File: src/rtl/pong_pkg.sv
// Shared types and default geometry for the Pong frame controller.
// The centre helper is used to place the ball before every serve.
package pong_pkg;

   typedef enum logic [1:0] {
      IDLE      = 2'd0,
      SERVE     = 2'd1,
      PLAY      = 2'd2,
      GAME_OVER = 2'd3
   } state_t;

   localparam int DEF_H_ACTIVE     = 800;
   localparam int DEF_V_ACTIVE     = 600;
   localparam int DEF_BALL_SIZE    = 16;
   localparam int DEF_PADDLE_W     = 10;
   localparam int DEF_PADDLE_H     = 80;
   localparam int DEF_PADDLE_L_X   = 20;
   localparam int DEF_PADDLE_R_X   = 770;
   localparam int DEF_BALL_SPEED   = 4;
   localparam int DEF_SCORE_MAX    = 5;
   localparam int DEF_SERVE_FRAMES = 30;

   localparam int CENTRE_X = (DEF_H_ACTIVE - DEF_BALL_SIZE) / 2;
   localparam int CENTRE_Y = (DEF_V_ACTIVE - DEF_BALL_SIZE) / 2;

   function automatic logic [10:0] centre(input int active, input int size);
      return 11'((active - size) / 2);
   endfunction

endpackage

File: src/rtl/pong_ball_step.sv
// Combinational one-frame ball step: motion, wall bounces, paddle hits, misses.
// x and y rules are evaluated independently so a corner case applies both.
module pong_ball_step
   import pong_pkg::*;
#(
   parameter int H_ACTIVE   = DEF_H_ACTIVE,
   parameter int V_ACTIVE   = DEF_V_ACTIVE,
   parameter int BALL_SIZE  = DEF_BALL_SIZE,
   parameter int PADDLE_W   = DEF_PADDLE_W,
   parameter int PADDLE_H   = DEF_PADDLE_H,
   parameter int PADDLE_L_X = DEF_PADDLE_L_X,
   parameter int PADDLE_R_X = DEF_PADDLE_R_X,
   parameter int BALL_SPEED = DEF_BALL_SPEED
) (
   input  logic [10:0] x,
   input  logic [10:0] y,
   input  logic        dx_pos,
   input  logic        dy_pos,
   input  logic [10:0] paddle_l_y,
   input  logic [10:0] paddle_r_y,
   output logic [10:0] next_x,
   output logic [10:0] next_y,
   output logic        next_dx_pos,
   output logic        next_dy_pos,
   output logic        score_l_hit,
   output logic        score_r_hit
);

   localparam logic signed [11:0] SPEED  = 12'(BALL_SPEED);
   localparam logic signed [11:0] SIZE   = 12'(BALL_SIZE);
   localparam logic signed [11:0] H_LIM  = 12'(H_ACTIVE);
   localparam logic signed [11:0] V_LIM  = 12'(V_ACTIVE);
   localparam logic signed [11:0] L_FACE = 12'(PADDLE_L_X + PADDLE_W);
   localparam logic signed [11:0] R_FACE = 12'(PADDLE_R_X);
   localparam logic [11:0]        SIZE_U = 12'(BALL_SIZE);
   localparam logic [11:0]        P_H    = 12'(PADDLE_H);
   localparam logic [10:0]        Y_FLOOR = 11'(V_ACTIVE - BALL_SIZE);
   localparam logic [10:0]        X_LHIT  = 11'(PADDLE_L_X + PADDLE_W);
   localparam logic [10:0]        X_RHIT  = 11'(PADDLE_R_X - BALL_SIZE);

   logic signed [11:0] sx, sy, nx, ny;
   logic [11:0]        y_top, y_bot;
   logic               overlap_l, overlap_r;

   assign sx = $signed({1'b0, x});
   assign sy = $signed({1'b0, y});
   assign nx = dx_pos ? sx + SPEED : sx - SPEED;
   assign ny = dy_pos ? sy + SPEED : sy - SPEED;

   // Vertical overlap uses the current row, before this frame's move.
   assign y_top     = {1'b0, y};
   assign y_bot     = y_top + SIZE_U;
   assign overlap_l = (y_bot > {1'b0, paddle_l_y}) && (y_top < {1'b0, paddle_l_y} + P_H);
   assign overlap_r = (y_bot > {1'b0, paddle_r_y}) && (y_top < {1'b0, paddle_r_y} + P_H);

   always_comb begin
      next_x      = x;
      next_y      = y;
      next_dx_pos = dx_pos;
      next_dy_pos = dy_pos;
      score_l_hit = 1'b0;
      score_r_hit = 1'b0;

      if (ny <= 12'sd0) begin
         next_y      = 11'd0;
         next_dy_pos = 1'b1;
      end else if (ny + SIZE >= V_LIM) begin
         next_y      = Y_FLOOR;
         next_dy_pos = 1'b0;
      end else begin
         next_y = ny[10:0];
      end

      // A paddle only catches a ball that has not already passed its face.
      if (!dx_pos && nx <= L_FACE && sx > L_FACE - 12'sd1 && overlap_l) begin
         next_x      = X_LHIT;
         next_dx_pos = 1'b1;
      end else if (dx_pos && nx + SIZE >= R_FACE && sx + SIZE <= R_FACE && overlap_r) begin
         next_x      = X_RHIT;
         next_dx_pos = 1'b0;
      end else if (nx <= 12'sd0) begin
         score_r_hit = 1'b1;
      end else if (nx + SIZE >= H_LIM) begin
         score_l_hit = 1'b1;
      end else begin
         next_x = nx[10:0];
      end
   end

endmodule

File: src/rtl/pong_game_ctrl.sv
// Frame-synchronous Pong controller: serve/play/game-over sequencing and scoring.
// Every state change lands on the edge that first sees vertical blanking rise.
module pong_game_ctrl
   import pong_pkg::*;
#(
   parameter int H_ACTIVE     = DEF_H_ACTIVE,
   parameter int V_ACTIVE     = DEF_V_ACTIVE,
   parameter int BALL_SIZE    = DEF_BALL_SIZE,
   parameter int PADDLE_W     = DEF_PADDLE_W,
   parameter int PADDLE_H     = DEF_PADDLE_H,
   parameter int PADDLE_L_X   = DEF_PADDLE_L_X,
   parameter int PADDLE_R_X   = DEF_PADDLE_R_X,
   parameter int BALL_SPEED   = DEF_BALL_SPEED,
   parameter int SCORE_MAX    = DEF_SCORE_MAX,
   parameter int SERVE_FRAMES = DEF_SERVE_FRAMES
) (
   input  logic        pclk,
   input  logic        rst_n,
   input  logic        vblnk_in,
   input  logic        start,
   input  logic [10:0] paddle_l_y,
   input  logic [10:0] paddle_r_y,
   output logic [10:0] ball_x,
   output logic [10:0] ball_y,
   output logic        ball_visible,
   output logic [3:0]  score_l,
   output logic [3:0]  score_r,
   output logic        game_over,
   output state_t      state
);

   localparam logic [10:0] CX         = centre(H_ACTIVE, BALL_SIZE);
   localparam logic [10:0] CY         = centre(V_ACTIVE, BALL_SIZE);
   localparam logic [7:0]  SERVE_LOAD = 8'(SERVE_FRAMES);
   localparam logic [3:0]  SCORE_END  = 4'(SCORE_MAX);

   logic        vblnk_q, frame_tick;
   logic        dx_pos, dy_pos;
   logic [7:0]  serve_cnt;
   logic [10:0] step_x, step_y;
   logic        step_dx, step_dy, hit_l, hit_r, point_over;
   logic [3:0]  score_l_inc, score_r_inc;

   assign frame_tick  = vblnk_in & ~vblnk_q;
   assign score_l_inc = score_l + 4'd1;
   assign score_r_inc = score_r + 4'd1;
   assign point_over  = hit_l ? (score_l_inc == SCORE_END) : (score_r_inc == SCORE_END);

   pong_ball_step #(
      .H_ACTIVE  (H_ACTIVE),
      .V_ACTIVE  (V_ACTIVE),
      .BALL_SIZE (BALL_SIZE),
      .PADDLE_W  (PADDLE_W),
      .PADDLE_H  (PADDLE_H),
      .PADDLE_L_X(PADDLE_L_X),
      .PADDLE_R_X(PADDLE_R_X),
      .BALL_SPEED(BALL_SPEED)
   ) u_step (
      .x          (ball_x),
      .y          (ball_y),
      .dx_pos     (dx_pos),
      .dy_pos     (dy_pos),
      .paddle_l_y (paddle_l_y),
      .paddle_r_y (paddle_r_y),
      .next_x     (step_x),
      .next_y     (step_y),
      .next_dx_pos(step_dx),
      .next_dy_pos(step_dy),
      .score_l_hit(hit_l),
      .score_r_hit(hit_r)
   );

   always_ff @(posedge pclk or negedge rst_n) begin
      if (!rst_n) begin
         state        <= IDLE;
         vblnk_q      <= 1'b0;
         ball_x       <= CX;
         ball_y       <= CY;
         ball_visible <= 1'b0;
         score_l      <= 4'd0;
         score_r      <= 4'd0;
         game_over    <= 1'b0;
         dx_pos       <= 1'b1;
         dy_pos       <= 1'b1;
         serve_cnt    <= 8'd0;
      end else begin
         vblnk_q <= vblnk_in;
         if (frame_tick) begin
            case (state)
               IDLE: begin
                  ball_x <= CX;
                  ball_y <= CY;
                  if (start) begin
                     score_l      <= 4'd0;
                     score_r      <= 4'd0;
                     serve_cnt    <= SERVE_LOAD;
                     ball_visible <= 1'b1;
                     state        <= SERVE;
                  end
               end
               SERVE: begin
                  if (serve_cnt <= 8'd1) begin
                     serve_cnt <= 8'd0;
                     state     <= PLAY;
                  end else begin
                     serve_cnt <= serve_cnt - 8'd1;
                  end
               end
               PLAY: begin
                  dy_pos <= step_dy;
                  if (hit_l || hit_r) begin
                     ball_x <= CX;
                     ball_y <= CY;
                     if (hit_l) score_l <= score_l_inc;
                     else       score_r <= score_r_inc;
                     if (point_over) begin
                        ball_visible <= 1'b0;
                        game_over    <= 1'b1;
                        state        <= GAME_OVER;
                     end else begin
                        // Next serve heads toward whoever just conceded.
                        dx_pos    <= hit_l;
                        serve_cnt <= SERVE_LOAD;
                        state     <= SERVE;
                     end
                  end else begin
                     ball_x <= step_x;
                     ball_y <= step_y;
                     dx_pos <= step_dx;
                  end
               end
               GAME_OVER: begin
                  if (start) begin
                     score_l      <= 4'd0;
                     score_r      <= 4'd0;
                     game_over    <= 1'b0;
                     ball_x       <= CX;
                     ball_y       <= CY;
                     ball_visible <= 1'b1;
                     serve_cnt    <= SERVE_LOAD;
                     state        <= SERVE;
                  end
               end
               default: state <= IDLE;
            endcase
         end
      end
   end

endmodule

File: config.mk
export PLATFORM = sky130hd
export DESIGN_NAME = pong_game_ctrl
export DESIGN_NICKNAME = d
export VERILOG_FILES = /design/src/rtl/pong_pkg.sv /design/src/rtl/pong_ball_step.sv /design/src/rtl/pong_game_ctrl.sv
export SDC_FILE = /design/constraint.sdc
export NUM_CORES = 1
export LEC_CHECK = 0
export CORE_MARGIN = 2
export CORE_UTILIZATION = 58
export CTS_CLUSTER_DIAMETER = 50
export DETAILED_ROUTE_END_ITERATION = 16
export GPL_TIMING_DRIVEN = 0
export PLACE_DENSITY = 0.93
export SETUP_SLACK_MARGIN = 0.3
export SLEW_MARGIN = 30
export SYNTH_ARGS = -nofsm -noshare
export SYNTH_HDL_FRONTEND = slang
export SYNTH_SLANG_ARGS = --single-unit
File: constraint.sdc
create_clock -name pclk -period 5.05 [get_ports pclk]
set_input_delay 1.2625 -clock pclk [delete_from_list [all_inputs] [get_ports pclk]]
set_output_delay 1.2625 -clock pclk [all_outputs]
set_load 0.05 [all_outputs]
==> results by group, run 1 <==
Outcome
  • Status: finished, final reports clean

Global route
  • GR Overflow Total: 0
  • Initial antenna violation count: 0
  • Vias in the first global route: 4822
  • Total global-route track usage: 28.22%
  • Wire length of the first global-routing pass: 22.47 mm
  • Largest net degree at the start of global routing: 31

Placed design
  • Gpl congestion: 0.8922
  • I/O Buffers: 56
  • DP HPWL: 10.11 mm
  • Setup WS pre-CTS: -0.5803 ns

Min path
  • Hold Crit Endpoint: ball_visible$_DFFE_PN0P_
  • Hold crit path type: flip-flop to flip-flop
  • Hold path depth: 1
  • Hold path startpoint: ball_visible$_DFFE_PN0P_

Die
  • I/O Pins: 60
  • Initial Utilization: 60.36%
  • Die height: 96.94 um
  • Die span in x: 96.94 um
  • Row cnt: 33
  • Core area: 0.008299 sq mm
  • Die area: 0.009397 sq mm

Timing
  • Final Max Slew Viols: 0
  • Setup violators final: 0
  • Final period util: 90.97%
  • Hold violation total from the final report: 0
  • Setup ws final: 0.4559 ns
  • Min Hold Slack: 0.5254 ns
  • Relative slew slack: 58.66%
  • Highest Clock Rate: 0.2177 GHz
  • Unrepaired setup endpoints after global routing: false
  • Min Tclk post-route: 4.594 ns
  • Worst Max-Slew Pin Slew: 0.6159 ns
  • Clk_skew: 0.005467 ns

Worst setup path
  • Setup CP Type: flip-flop to flip-flop
  • CP endpoint kind: flip-flop
  • Critical path origin: dx_pos$_DFFE_PN1P_
  • RR Endpoint: serve_cnt[0]$_DFFE_PN0P_
  • FF-to-FF path depth: 17
  • Worst path max stage delay: 0.60 ns
  • Critical R2R Launch: dx_pos$_DFFE_PN1P_
  • Startpoint types: flip-flop
  • Worst path bufs/invs: 2
  • Largest fanout on the critical path: 8
  • Worst path cell trace: clkinvlp_4 > ha_4 > a211oi_4 > o21ba_2 > nor2_1 > ha_1 > nor3b_1 > a211oi_1 > nor4_1 > nand4_1 > o211a_1 > o22a_2 > o31ai_4 > a41oi_4 > or2_1 > buf_6 > mux2_4
  • WP data arrival: 4.79 ns
  • CP required: 5.25 ns
  • Top Family by Delay on Critical Path: compound AO/OA/AOI/OAI gates
  • Reg-to-reg slack, setup: 0.46 ns
  • Crit-path slowest cell: dfstp_2

Clock tree
  • Clk sinks: 42
  • Clock buffer depth: 2
  • CTS tree: done
  • H-tree levels: 2
  • Clock Pin Slew Worst Setup and Hold Paths: 0.08 ns
  • Clock latency on the worst-skew pair: 0.31 ns
  • # hold bufs at CTS: 0
  • Inserted Clock Buffers: 5
  • Clock Tree Root: clkbuf_8

Logic synthesis
  • Sequential area share after synthesis: 21.18%
  • Synth Instances: 576
  • Post-synth top flop: dfrtp_1
  • Yosys Warn Count: 0
  • Post-synthesis average cell area: 8.698 sq um
  • Post-synth EDFFs: 0
  • Distinct cell type count after synthesis: 98
  • Flops & latches, synth: 42
  • Synth Cell Area: 0.005010 sq mm
  • Post-synth ARST share: 100.0%

Pwr
  • Flop pwr share: 14.9%
  • Power Density: 726.9 mW/mm^2
  • Switching share of power: 55.20%
  • Leakage Power: 2.663 nW
  • NetSw: 2.420 mW
  • Worst vdd ir: 0.4967 mV
  • P_int: 1.964 mW
  • Share of power burned in the clock network: 6.2%
  • Comb power frac: 78.9%

Drt
  • DRC Markers: 0
  • Routed vias: 4929
  • DRT antenna net count: 0
  • Initial drt markers: 265
  • Total wire length: 13.53 mm
  • First-pass iteration count of the detailed router: 5
  • WL/cell: 17.89 um
  • DR vias/cell: 6.520

Job
  • MaxCap Viol Count: 0

Final layout
  • Fillcell total: 603
  • Footprint of the multi-input gates: 0.003846 sq mm
  • Area grow syn2layout: 20.38%
  • Antenna Cells: 0
  • FF/Latch Area: 0.001061 sq mm
  • Number of nets in the layout: 749
  • Layout cells sized above 1: 15.21%
[kinds of logic after synthesis]
kind of cell,Yosys count,share of synthesized area [%]
AND/OR/NAND/NOR,192,21.18
flip-flops,42,21.18
multiplexers,11,2.747
adder cells (fa/ha/maj),73,18.53
buffers and inverters,57,4.745
AO/OA/AOI/OAI,169,25.55
other,1,0.07485
XOR/XNOR,31,5.994
[Yosys cell counts (all sizes together), types with 7 or more instances]
cell type	instances	area, sq um
xnor2	22	200.2
o21ai	37	188.9
inv	49	183.9
or2	7	46.30
nand2	44	167.7
a21o	11	83.83
xor2	8	77.58
o31ai	11	111.4
a22o	8	70.07
a211oi	8	72.57
dfstp	8	210.2
nand4	9	56.30
nor4	7	58.81
nor2	39	146.4
nor3	17	95.09
dfrtp	34	850.8
nand3	18	90.09
a21oi	32	171.4
ha	71	888.4
[power by group through the flow]
stage / clock, mW / combinational, mW / sequential (mW)
finish: 0.272 / 3.46 / 0.654
global route: 0.289 / 3.75 / 0.669
CTS: 0.276 / 3.30 / 0.640
detailed placement: 0 / 3.23 / 0.645
global placement: 0 / 3.07 / 0.634
floorplan: 0 / 2.22 / 0.871
[worst max-delay path by stage]
stage                          endpoint  slack [ns]  cells past startpoint
2_1_floorplan  serve_cnt[0]$_DFFE_PN0P_        0.68                     14
3_3_place_gp   serve_cnt[1]$_DFFE_PN0P_       -0.46                     14
3_5_place_dp   serve_cnt[0]$_DFFE_PN0P_       -0.58                     14
4_1_cts        serve_cnt[0]$_DFFE_PN0P_        0.34                     14
5_1_grt        serve_cnt[0]$_DFFE_PN0P_        0.22                     16
6_report       serve_cnt[0]$_DFFE_PN0P_        0.46                     17
[through the flow]
step | power, mW | std cells | setup TNS [ns] | area, sq um | util (%)
finish | 4.384 | 756 | 0 | 6031 | 72.67
floorplan | 3.087 | 578 | 0 | 5017 | -
global placement | 3.707 | 739 | -6.453 | 5709 | 68.79
detailed placement | 3.874 | 740 | -9.371 | 5724 | 68.97
CTS | 4.216 | 749 | 0 | 5877 | 70.81
global route | 4.706 | 756 | 0 | 6031 | 72.67
[placed cells by master (no fill, tap or decap), drive strengths merged, types with 6 or more instances in the layout]
cell,instances
and3,6
dfrtp,34
or2,7
nand4,9
nor2b,6
a21oi,32
clkdlybuf4s50,53
clkbuf,8
nand3,18
a211oi,8
ha,71
or4,6
dfstp,8
o31ai,11
nor4,7
o21ai,37
xnor2,22
buf,16
nor2,39
inv,48
mux2,6
xor2,8
a21o,11
nor3,17
a22o,8
nor3b,6
nand2,44
nand2b,6
[layer usage]
layer  track usage [%]  wire [um]  vias to the layer above
met5                 0          0                        -
met4             11.05        417                        0
met3             4.335        732                       46
met2             49.68       6837                      181
met1             34.53       5540                     2394
li1                  -          -                     2308
[flip-flops by register name (all words and copies together) (netlist names)]
signal	cells
serve_cnt	8
state	2
vblnk_q	1
dx_pos	1
score_r	4
game_over	1
ball_visible	1
score_l	4
ball_y	9
dy_pos	1
ball_x	10
[worst register-to-register path: stages, from the launching register on]
cell        delay, ns
dfstp_2          0.60
clkinvlp_4       0.25
ha_4             0.32
a211oi_4         0.30
o21ba_2          0.25
nor2_1           0.10
ha_1             0.28
nor3b_1          0.21
a211oi_1         0.08
nor4_1           0.32
nand4_1          0.17
o211a_1          0.18
o22a_2           0.26
o31ai_4          0.29
a41oi_4          0.16
or2_1            0.27
buf_6            0.14
mux2_4           0.29
[area by class of cell]
cell class / count / share of cell area (%)
Clock buffer: 6 / 1.203
Multi-Input combinational cell: 479 / 63.78
Clock inverter: 2 / 0.6224
Sequential cell: 42 / 17.59
Inverter: 49 / 3.112
Tap cell: 105 / 2.178
Buffer: 8 / 0.8921
Timing Repair Buffer: 65 / 10.62
[what timing repair did]
item                                    CTS  global route
endpoints found under the setup margin   30            28
pin swaps                                 1             9
setup buffers                             1             7
resized for setup                         7            24
Note: power is estimated with default switching activity, not from simulation.
==> run 2, diff against run 1 <==
--- a/config.mk
+++ b/config.mk
@@ -6,11 +6,12 @@
 export NUM_CORES = 1
 export LEC_CHECK = 0
 export CORE_MARGIN = 2
-export CORE_UTILIZATION = 58
+export CORE_UTILIZATION = 59
+export CTS_BUF_LIST = sky130_fd_sc_hd__clkbuf_4
 export CTS_CLUSTER_DIAMETER = 50
 export DETAILED_ROUTE_END_ITERATION = 16
 export GPL_TIMING_DRIVEN = 0
-export PLACE_DENSITY = 0.93
+export PLACE_DENSITY = 0.95
 export SETUP_SLACK_MARGIN = 0.3
 export SLEW_MARGIN = 30
 export SYNTH_ARGS = -nofsm -noshare
==> run 2 against run 1 <==
  * First-iteration DRC count is 16% higher
  * Power is 3.4% lower
  * Clock power is 33% lower
  * Via count is 0.83% lower
  * Setup slack worse by 0.063 ns
  * Critical path type is now primary input to flip-flop
  * Highest routed layer unchanged
==> results by group, run 2 (same netlist as run 1, synthesis figures left out) <==
Final layout
  • Max reg flops: 10 (unchanged)
  • Post-Route Utilization: 72.22% (was 72.67%)
  • Most frequent cells in the layout: 68 x ha_1, 54 x clkdlybuf4s50_1, 47 x inv_1 (was 67 x ha_1, 53 x clkdlybuf4s50_1, 47 x inv_1)
  • Fillcell total: 571 (was 603)
  • Area grow syn2layout: 18.46% (was 20.38%)
  • Antenna Cells: 0 (unchanged)
  • Most common cell after layout, fill and taps aside: ha_1 (unchanged)
  • Layout cells sized above 1: 14.42% (was 15.21%)
  • Reg with most FFs: ball_x (unchanged)
  • Finished Cell Area: 0.005934 sq mm (was 0.006031 sq mm)
  • Number of nets in the layout: 750 (was 749)
  • Top flop regs: ball_x (10), ball_y (9), serve_cnt (8) (unchanged)

Die
  • Core area: 0.008217 sq mm (was 0.008299 sq mm)
  • Die span in x: 96.15 um (was 96.94 um)
  • Initial Utilization: 60.97% (was 60.36%)
  • Row cnt: 33 (unchanged)
  • Die area: 0.009244 sq mm (was 0.009397 sq mm)
  • I/O Pins: 60 (unchanged)
  • Die height: 96.15 um (was 96.94 um)

Timing
  • Unrepaired setup endpoints after global routing: false (unchanged)
  • Worst Max-Slew Pin Slew: 0.6149 ns (was 0.6159 ns)
  • Setup violators final: 0 (unchanged)
  • Min Tclk post-route: 4.657 ns (was 4.594 ns)
  • Hold violation total from the final report: 0 (unchanged)
  • Final Max Slew Viols: 0 (unchanged)
  • Highest Clock Rate: 0.2147 GHz (was 0.2177 GHz)
  • Relative slew slack: 58.73% (was 58.66%)
  • Final period util: 92.22% (was 90.97%)
  • Clk_skew: 0.01369 ns (was 0.005467 ns)

Drt
  • DRC Markers: 0 (unchanged)
  • Total wire length: 13.28 mm (was 13.53 mm)
  • Routed vias: 4888 (was 4929)
  • First-pass iteration count of the detailed router: 5 (unchanged)
  • DR vias/cell: 6.457 (was 6.520)
  • Initial drt markers: 308 (was 265)
  • DRT antenna net count: 0 (unchanged)
  • WL/cell: 17.55 um (was 17.89 um)

Worst setup path
  • CP endpoint kind: flip-flop (unchanged)
  • Largest fanout on the critical path: 8 (unchanged)
  • Reg-to-reg slack, setup: 0.45 ns (was 0.46 ns)
  • Setup CP Type: primary input to flip-flop (was flip-flop to flip-flop)
  • Critical R2R Launch: dx_pos$_DFFE_PN1P_ (unchanged)
  • WP data arrival: 4.92 ns (was 4.79 ns)
  • RR Endpoint: serve_cnt[1]$_DFFE_PN0P_ (was serve_cnt[0]$_DFFE_PN0P_)
  • CP required: 5.32 ns (was 5.25 ns)
  • FF-to-FF path depth: 17 (unchanged)
  • Startpoint types: primary input (was flip-flop)

Placed design
  • Gpl congestion: 0.9131 (was 0.8922)
  • DP HPWL: 10.14 mm (was 10.11 mm)
  • I/O Buffers: 56 (unchanged)
  • Post-DP Area: 0.005724 sq mm (unchanged)

Global route
  • Vias in the first global route: 4741 (was 4822)
  • Largest net degree at the start of global routing: 28 (was 31)
  • Initial antenna violation count: 0 (unchanged)
  • Wire length of the first global-routing pass: 21.31 mm (was 22.47 mm)
  • GR Overflow Total: 0 (unchanged)
  • Total global-route track usage: 28.61% (was 28.22%)

Outcome
  • Status: finished, final reports clean (unchanged)

Pwr
  • Leakage Power: 2.611 nW (was 2.663 nW)
  • Power Density: 713.3 mW/mm^2 (was 726.9 mW/mm^2)
  • Worst vdd ir: 0.4072 mV (was 0.4967 mV)

Clock tree
  • Clock Pin Slew Worst Setup and Hold Paths: 0.13 ns (was 0.08 ns)
  • Clk sinks: 42 (unchanged)
  • CTS tree: done (unchanged)
  • Clock buffer depth: 2 (unchanged)
  • Clock latency on the worst-skew pair: 0.37 ns (was 0.31 ns)
  • H-tree levels: 2 (unchanged)
  • Clock Tree Root: clkbuf_4 (was clkbuf_8)
  • Inserted Clock Buffers: 5 (unchanged)
  • # hold bufs at CTS: 0 (unchanged)

Min path
  • Hold path depth: 1 (unchanged)
  • Hold path startpoint: ball_visible$_DFFE_PN0P_ (unchanged)
  • Hold crit path type: flip-flop to flip-flop (unchanged)
  • Hold Crit Endpoint: ball_visible$_DFFE_PN0P_ (unchanged)

Job
  • MaxCap Viol Count: 0 (unchanged)
==> run 2: cell count changes in the layout (fill, tap and decap cells not counted), sizes merged <==
cell	change
clkinv	+1
inv	+1
bufinv	-1
dlymetal6s2s	-1
clkbuf	-1
buf	+1
clkdlybuf4s50	+1
==> run 2: through the flow <==
| stage | hold WS (ns) | total power, mW | setup TNS [ns] | setup slack (ns) | std cells |
|---|---|---|---|---|---|
| final | 0.5526 | 4.233 | 0 | 0.3929 | 757 |
| after global routing | 0.5708 | 4.550 | 0 | 0.2599 | 757 |
| after CTS | 0.5491 | 4.074 | 0 | 0.3008 | 748 |
| after detailed placement | 0.5192 | 3.855 | -13.53 | -0.6955 | 740 |
| after global placement | 0.4758 | 3.683 | -5.514 | -0.4321 | 739 |
| after floorplan | 0.4576 | 3.087 | 0 | 0.6828 | 578 |
==> run 2: critical path: stages <==
cell and delay, ns:
clkdlybuf4s50_1 0.51, a21oi_2 0.25, xnor2_1 0.16, ha_1 0.28
a21oi_1 0.22, o21ai_0 0.12, o211a_1 0.26, a2111oi_4 0.40
o211ai_1 0.20, o22ai_4 0.23, nand2_2 0.14, a41oi_4 0.28
or2_1 0.16, buf_6 0.13, mux2_4 0.30
==> run 2: how the worst max path moves through the flow <==
stage                              from                  endpoint  slack (ns)
after CTS                 paddle_r_y[4]  serve_cnt[1]$_DFFE_PN0P_        0.30
after global routing      paddle_r_y[6]  serve_cnt[0]$_DFFE_PN0P_        0.26
after floorplan           paddle_r_y[4]  serve_cnt[0]$_DFFE_PN0P_        0.68
final                     paddle_r_y[6]  serve_cnt[1]$_DFFE_PN0P_        0.39
after global placement    paddle_l_y[4]  serve_cnt[1]$_DFFE_PN0P_       -0.43
after detailed placement  paddle_l_y[4]  serve_cnt[1]$_DFFE_PN0P_       -0.70
==> run 2: layout make-up <==
cell class | instances | area, sq um | share of cell area, %
buffer | 8 | 53.80 | 0.9066
tap | 105 | 131.4 | 2.214
timing repair buffer | 66 | 645.6 | 10.88
sequential | 42 | 1061 | 17.88
clock inverter | 3 | 25.02 | 0.4217
inverter | 49 | 187.7 | 3.163
clock buffer | 5 | 37.54 | 0.6325
multi-input combinational | 479 | 3792 | 63.90
==> run 2: layer usage <==
metal	vias up	GRT usage [%]	share of wire [%]
met5	-	0	0
met4	0	8.929	2.4
met3	35	3.132	5.6
met2	200	50.87	51
met1	2347	36.16	41
li1	2306	-	-
==> run 2: timing repair <==
action,in CTS,in global routing
pin swaps,0,3
gates resized for setup,6,13
setup buffers,0,9
cloned,0,0
endpoints found under the setup margin,32,26
==> run 2: power breakdown <==
| group | leakage (nW) | switching (mW) | internal (mW) |
|---|---|---|---|
| Sequential | 0.505 | 0.189 | 0.457 |
| Clock | 0.0318 | 0.125 | 0.0569 |
| Combinational | 2.07 | 2.07 | 1.33 |
| Total | 2.61 | 2.39 | 1.85 |
==> run 3, diff against run 2 <==
--- a/config.mk
+++ b/config.mk
@@ -5,6 +5,7 @@
 export SDC_FILE = /design/constraint.sdc
 export NUM_CORES = 1
 export LEC_CHECK = 0
+export CORE_ASPECT_RATIO = 1.1
 export CORE_MARGIN = 2
 export CORE_UTILIZATION = 59
 export CTS_BUF_LIST = sky130_fd_sc_hd__clkbuf_4
==> run 3 against run 2 <==
  * Critical path depth shrank 1
  * Cell count increased by 0.40%
  * Flip-flop and latch count did not move
  * Final area decreased by 0.21%
  * Power is essentially flat
  * Die area about the same
  * Sequential share of layout area barely moved
  * Clock power hardly changed
  * Global-route usage is 0.16 points lower
  * First-iteration DRC count rose by 25%
  * Non-clock buffer count down 3
  * Count of clock-buffer cells in the layout unchanged
==> results by group, run 3 (same netlist as run 1, synthesis figures left out) <==
Pwr
  • Comb power frac: 80.5% (was 80.4%)
  • Worst vdd ir: 0.4121 mV (was 0.4072 mV)
  • Leakage Power: 2.609 nW (was 2.611 nW)
  • Share of power burned in the clock network: 4.2% (was 4.3%)
  • Flop pwr share: 15.2% (about the same)
  • P_int: 1.832 mW (was 1.846 mW)
  • Switching share of power: 56.69% (was 56.38%)
  • Tot Pwr: 4.230 mW (was 4.233 mW)
  • Power Density: 714.4 mW/mm^2 (was 713.3 mW/mm^2)
  • NetSw: 2.398 mW (was 2.387 mW)

Final layout
  • Finished Layout Cells: 760 (was 757)
  • Max reg flops: 10 (unchanged)
  • Most frequent cells in the layout: 68 x ha_1, 53 x clkdlybuf4s50_1, 47 x inv_1 (was 68 x ha_1, 54 x clkdlybuf4s50_1, 47 x inv_1)
  • Fillcell total: 575 (was 571)
  • Number of nets in the layout: 747 (was 750)
  • Area grow syn2layout: 18.21% (was 18.46%)
  • Post-Route Utilization: 71.17% (was 72.22%)
  • Most common cell after layout, fill and taps aside: ha_1 (unchanged)
  • Top flop regs: ball_x (10), ball_y (9), serve_cnt (8) (unchanged)
  • Layout cells sized above 1: 14.18% (was 14.42%)
  • Finished Cell Area: 0.005922 sq mm (was 0.005934 sq mm)
  • Antenna Cells: 0 (unchanged)
  • Reg with most FFs: ball_x (unchanged)

Worst setup path
  • CP required: 5.32 ns (about the same)
  • CP endpoint kind: flip-flop (unchanged)
  • Critical Path Sink: serve_cnt[1]$_DFFE_PN0P_ (unchanged)
  • FF-to-FF path depth: 17 (unchanged)
  • Critical R2R Launch: dx_pos$_DFFE_PN1P_ (unchanged)
  • Reg-to-reg slack, setup: 0.54 ns (was 0.45 ns)
  • WP data arrival: 4.78 ns (was 4.92 ns)
  • Critical path origin: paddle_l_y[4] (was paddle_r_y[6])
  • Largest fanout on the critical path: 8 (unchanged)
  • Most numerous cell on the critical path: ha_1
  • Worst path max stage delay: 0.52 ns (was 0.51 ns)
  • Setup CP Type: primary input to flip-flop (unchanged)
  • Crit-path slowest cell: a2111oi_2 (was clkdlybuf4s50_1)
  • Worst path cell trace: clkdlybuf4s50_1 > ha_1 > inv_1 > ha_1 > a21o_1 > a211oi_1 > o21a_1 > o21ai_0 > a2111oi_2 > o21ai_1 > a41oi_4 > or2_1 > buf_6 > mux2_4 (was clkdlybuf4s50_1 > a21oi_2 > xnor2_1 > ha_1 > a21oi_1 > o21ai_0 > o211a_1 > a2111oi_4 > o211ai_1 > o22ai_4 > nand2_2 > a41oi_4 > or2_1 > buf_6 > mux2_4)
  • RR Endpoint: serve_cnt[1]$_DFFE_PN0P_ (unchanged)
  • Startpoint types: primary input (unchanged)

Timing
  • Relative slew slack: 56.24% (was 58.73%)
  • Worst Max-Slew Pin Slew: 0.6521 ns (was 0.6149 ns)
  • Highest Clock Rate: 0.2217 GHz (was 0.2147 GHz)
  • Setup violators final: 0 (unchanged)
  • Final period util: 89.34% (was 92.22%)
  • Min Tclk post-route: 4.511 ns (was 4.657 ns)
  • Final Max Slew Viols: 0 (unchanged)
  • Unrepaired setup endpoints after global routing: false (unchanged)
  • Setup TNS: 0 ns (unchanged)
  • Setup ws final: 0.5385 ns (was 0.3929 ns)
  • Clk_skew: 0.02127 ns (was 0.01369 ns)
  • Hold violation total from the final report: 0 (unchanged)
  • Min Hold Slack: 0.5488 ns (was 0.5526 ns)

Global route
  • Met3 Use GR: 3.590% (was 3.132%)
  • Total global-route track usage: 28.44% (was 28.61%)
  • Vias in the first global route: 4848 (was 4741)
  • Initial antenna violation count: 0 (unchanged)
  • Top Usage Layer GRT: met2 (unchanged)
  • M1 GR Usage: 34.23% (was 36.16%)
  • Wire length of the first global-routing pass: 21.82 mm (was 21.31 mm)
  • GR Overflow Total: 0 (unchanged)
  • GR Layer Usage met2: 50.90% (was 50.87%)
  • Largest net degree at the start of global routing: 31 (was 28)

Placed design
  • DP Cell Count: 746 (was 740)
  • Post-DP Area: 0.005732 sq mm (was 0.005724 sq mm)
  • I/O Buffers: 56 (unchanged)
  • Gpl congestion: 0.9080 (was 0.9131)
  • DP HPWL: 10.22 mm (was 10.14 mm)
  • Setup WS pre-CTS: -0.4588 ns (was -0.6955 ns)

Clock tree
  • Clock buffer depth: 2 (unchanged)
  • Clk sinks: 42 (unchanged)
  • # hold bufs at CTS: 0 (unchanged)
  • Clock latency on the worst-skew pair: 0.37 ns (about the same)
  • Inserted Clock Buffers: 5 (unchanged)
  • CTS tree: done (unchanged)
  • Clock Tree Root: clkbuf_4 (unchanged)
  • H-tree levels: 2 (unchanged)
  • Clock Pin Slew Worst Setup and Hold Paths: 0.13 ns (about the same)

Drt
  • WL/cell: 17.61 um (was 17.55 um)
  • Total wire length: 13.38 mm (was 13.28 mm)
  • Routed vias: 4939 (was 4888)
  • DRC Markers: 0 (unchanged)
  • Initial drt markers: 385 (was 308)
  • DRT antenna net count: 0 (unchanged)
  • First-pass iteration count of the detailed router: 7 (was 5)
  • DR vias/cell: 6.499 (was 6.457)

Die
  • Initial Utilization: 60.21% (was 60.97%)
  • Row cnt: 35 (was 33)
  • Core area: 0.008320 sq mm (was 0.008217 sq mm)
  • I/O Pins: 60 (unchanged)
  • Die span in x: 91.86 um (was 96.15 um)
  • Die area: 0.009245 sq mm (was 0.009244 sq mm)
  • Die height: 100.6 um (was 96.15 um)

Job
  • MaxCap Viol Count: 0 (unchanged)

Min path
  • Hold crit path type: flip-flop to flip-flop (unchanged)

Outcome
  • Status: finished, final reports clean (unchanged)
[run 3: changes by cell type in the layout (fill, tap and decap cells not counted), sizes merged]
| cell | change |
|---|---|
| buf | -3 |
| clkdlybuf4s50 | -1 |
| clkinv | -1 |
| clkinvlp | +1 |
| dlymetal6s2s | +1 |
[run 3: cell type report]
class	count	area (sq um)	area share, %
sequential	42	1061	17.92
clock inverter	3	23.77	0.4014
inverter	49	187.7	3.169
multi-input combinational	479	3794	64.06
tap	111	138.9	2.345
clock buffer	5	37.54	0.6338
buffer	8	53.80	0.9085
timing repair buffer	63	625.6	10.56
[run 3: critical path: cells and delay by family]
family | cells | cell delay [ns]
adder cells (fa/ha/maj) | 2 | 0.59
AO/OA/AOI/OAI | 7 | 1.83
buffers and inverters | 3 | 0.65
multiplexers | 1 | 0.30
AND/OR/NAND/NOR | 1 | 0.15
[run 3: worst min path at each step]
stage	to	cells after the start	from	slack, ns
after detailed placement	serve_cnt[6]$_DFFE_PN0P_	2	serve_cnt[6]$_DFFE_PN0P_	0.50
after floorplan	serve_cnt[6]$_DFFE_PN0P_	2	serve_cnt[6]$_DFFE_PN0P_	0.46
after CTS	serve_cnt[3]$_DFFE_PN0P_	2	serve_cnt[3]$_DFFE_PN0P_	0.55
after global placement	serve_cnt[6]$_DFFE_PN0P_	2	serve_cnt[6]$_DFFE_PN0P_	0.48
after global routing	dy_pos$_DFFE_PN1P_	2	dy_pos$_DFFE_PN1P_	0.58
final	serve_cnt[3]$_DFFE_PN0P_	2	serve_cnt[3]$_DFFE_PN0P_	0.55
[run 3: per-layer routing]
layer	part of all wire [%]	routed length (um)
met1	40	5318
met2	51	6779
met3	6.5	869
met4	3.1	416
met5	0	0
[run 3: power groups by stage]
| stage | Sequential [mW] | Combinational (mW) | Clock [mW] |
|---|---|---|---|
| floorplan | 0.871 | 2.22 | 0 |
| global placement | 0.632 | 3.05 | 0 |
| detailed placement | 0.642 | 3.21 | 0 |
| CTS | 0.635 | 3.26 | 0.178 |
| global route | 0.659 | 3.68 | 0.194 |
| finish | 0.644 | 3.41 | 0.179 |
[run 3: what timing repair did]
| action | CTS | global route |
|---|---|---|
| hold endpoints to repair | 0 | 0 |
| pin swaps | 1 | 2 |
| setup endpoints to repair | 28 | 18 |
| gates resized for setup | 5 | 17 |
| buffers inserted | 1 | 5 |
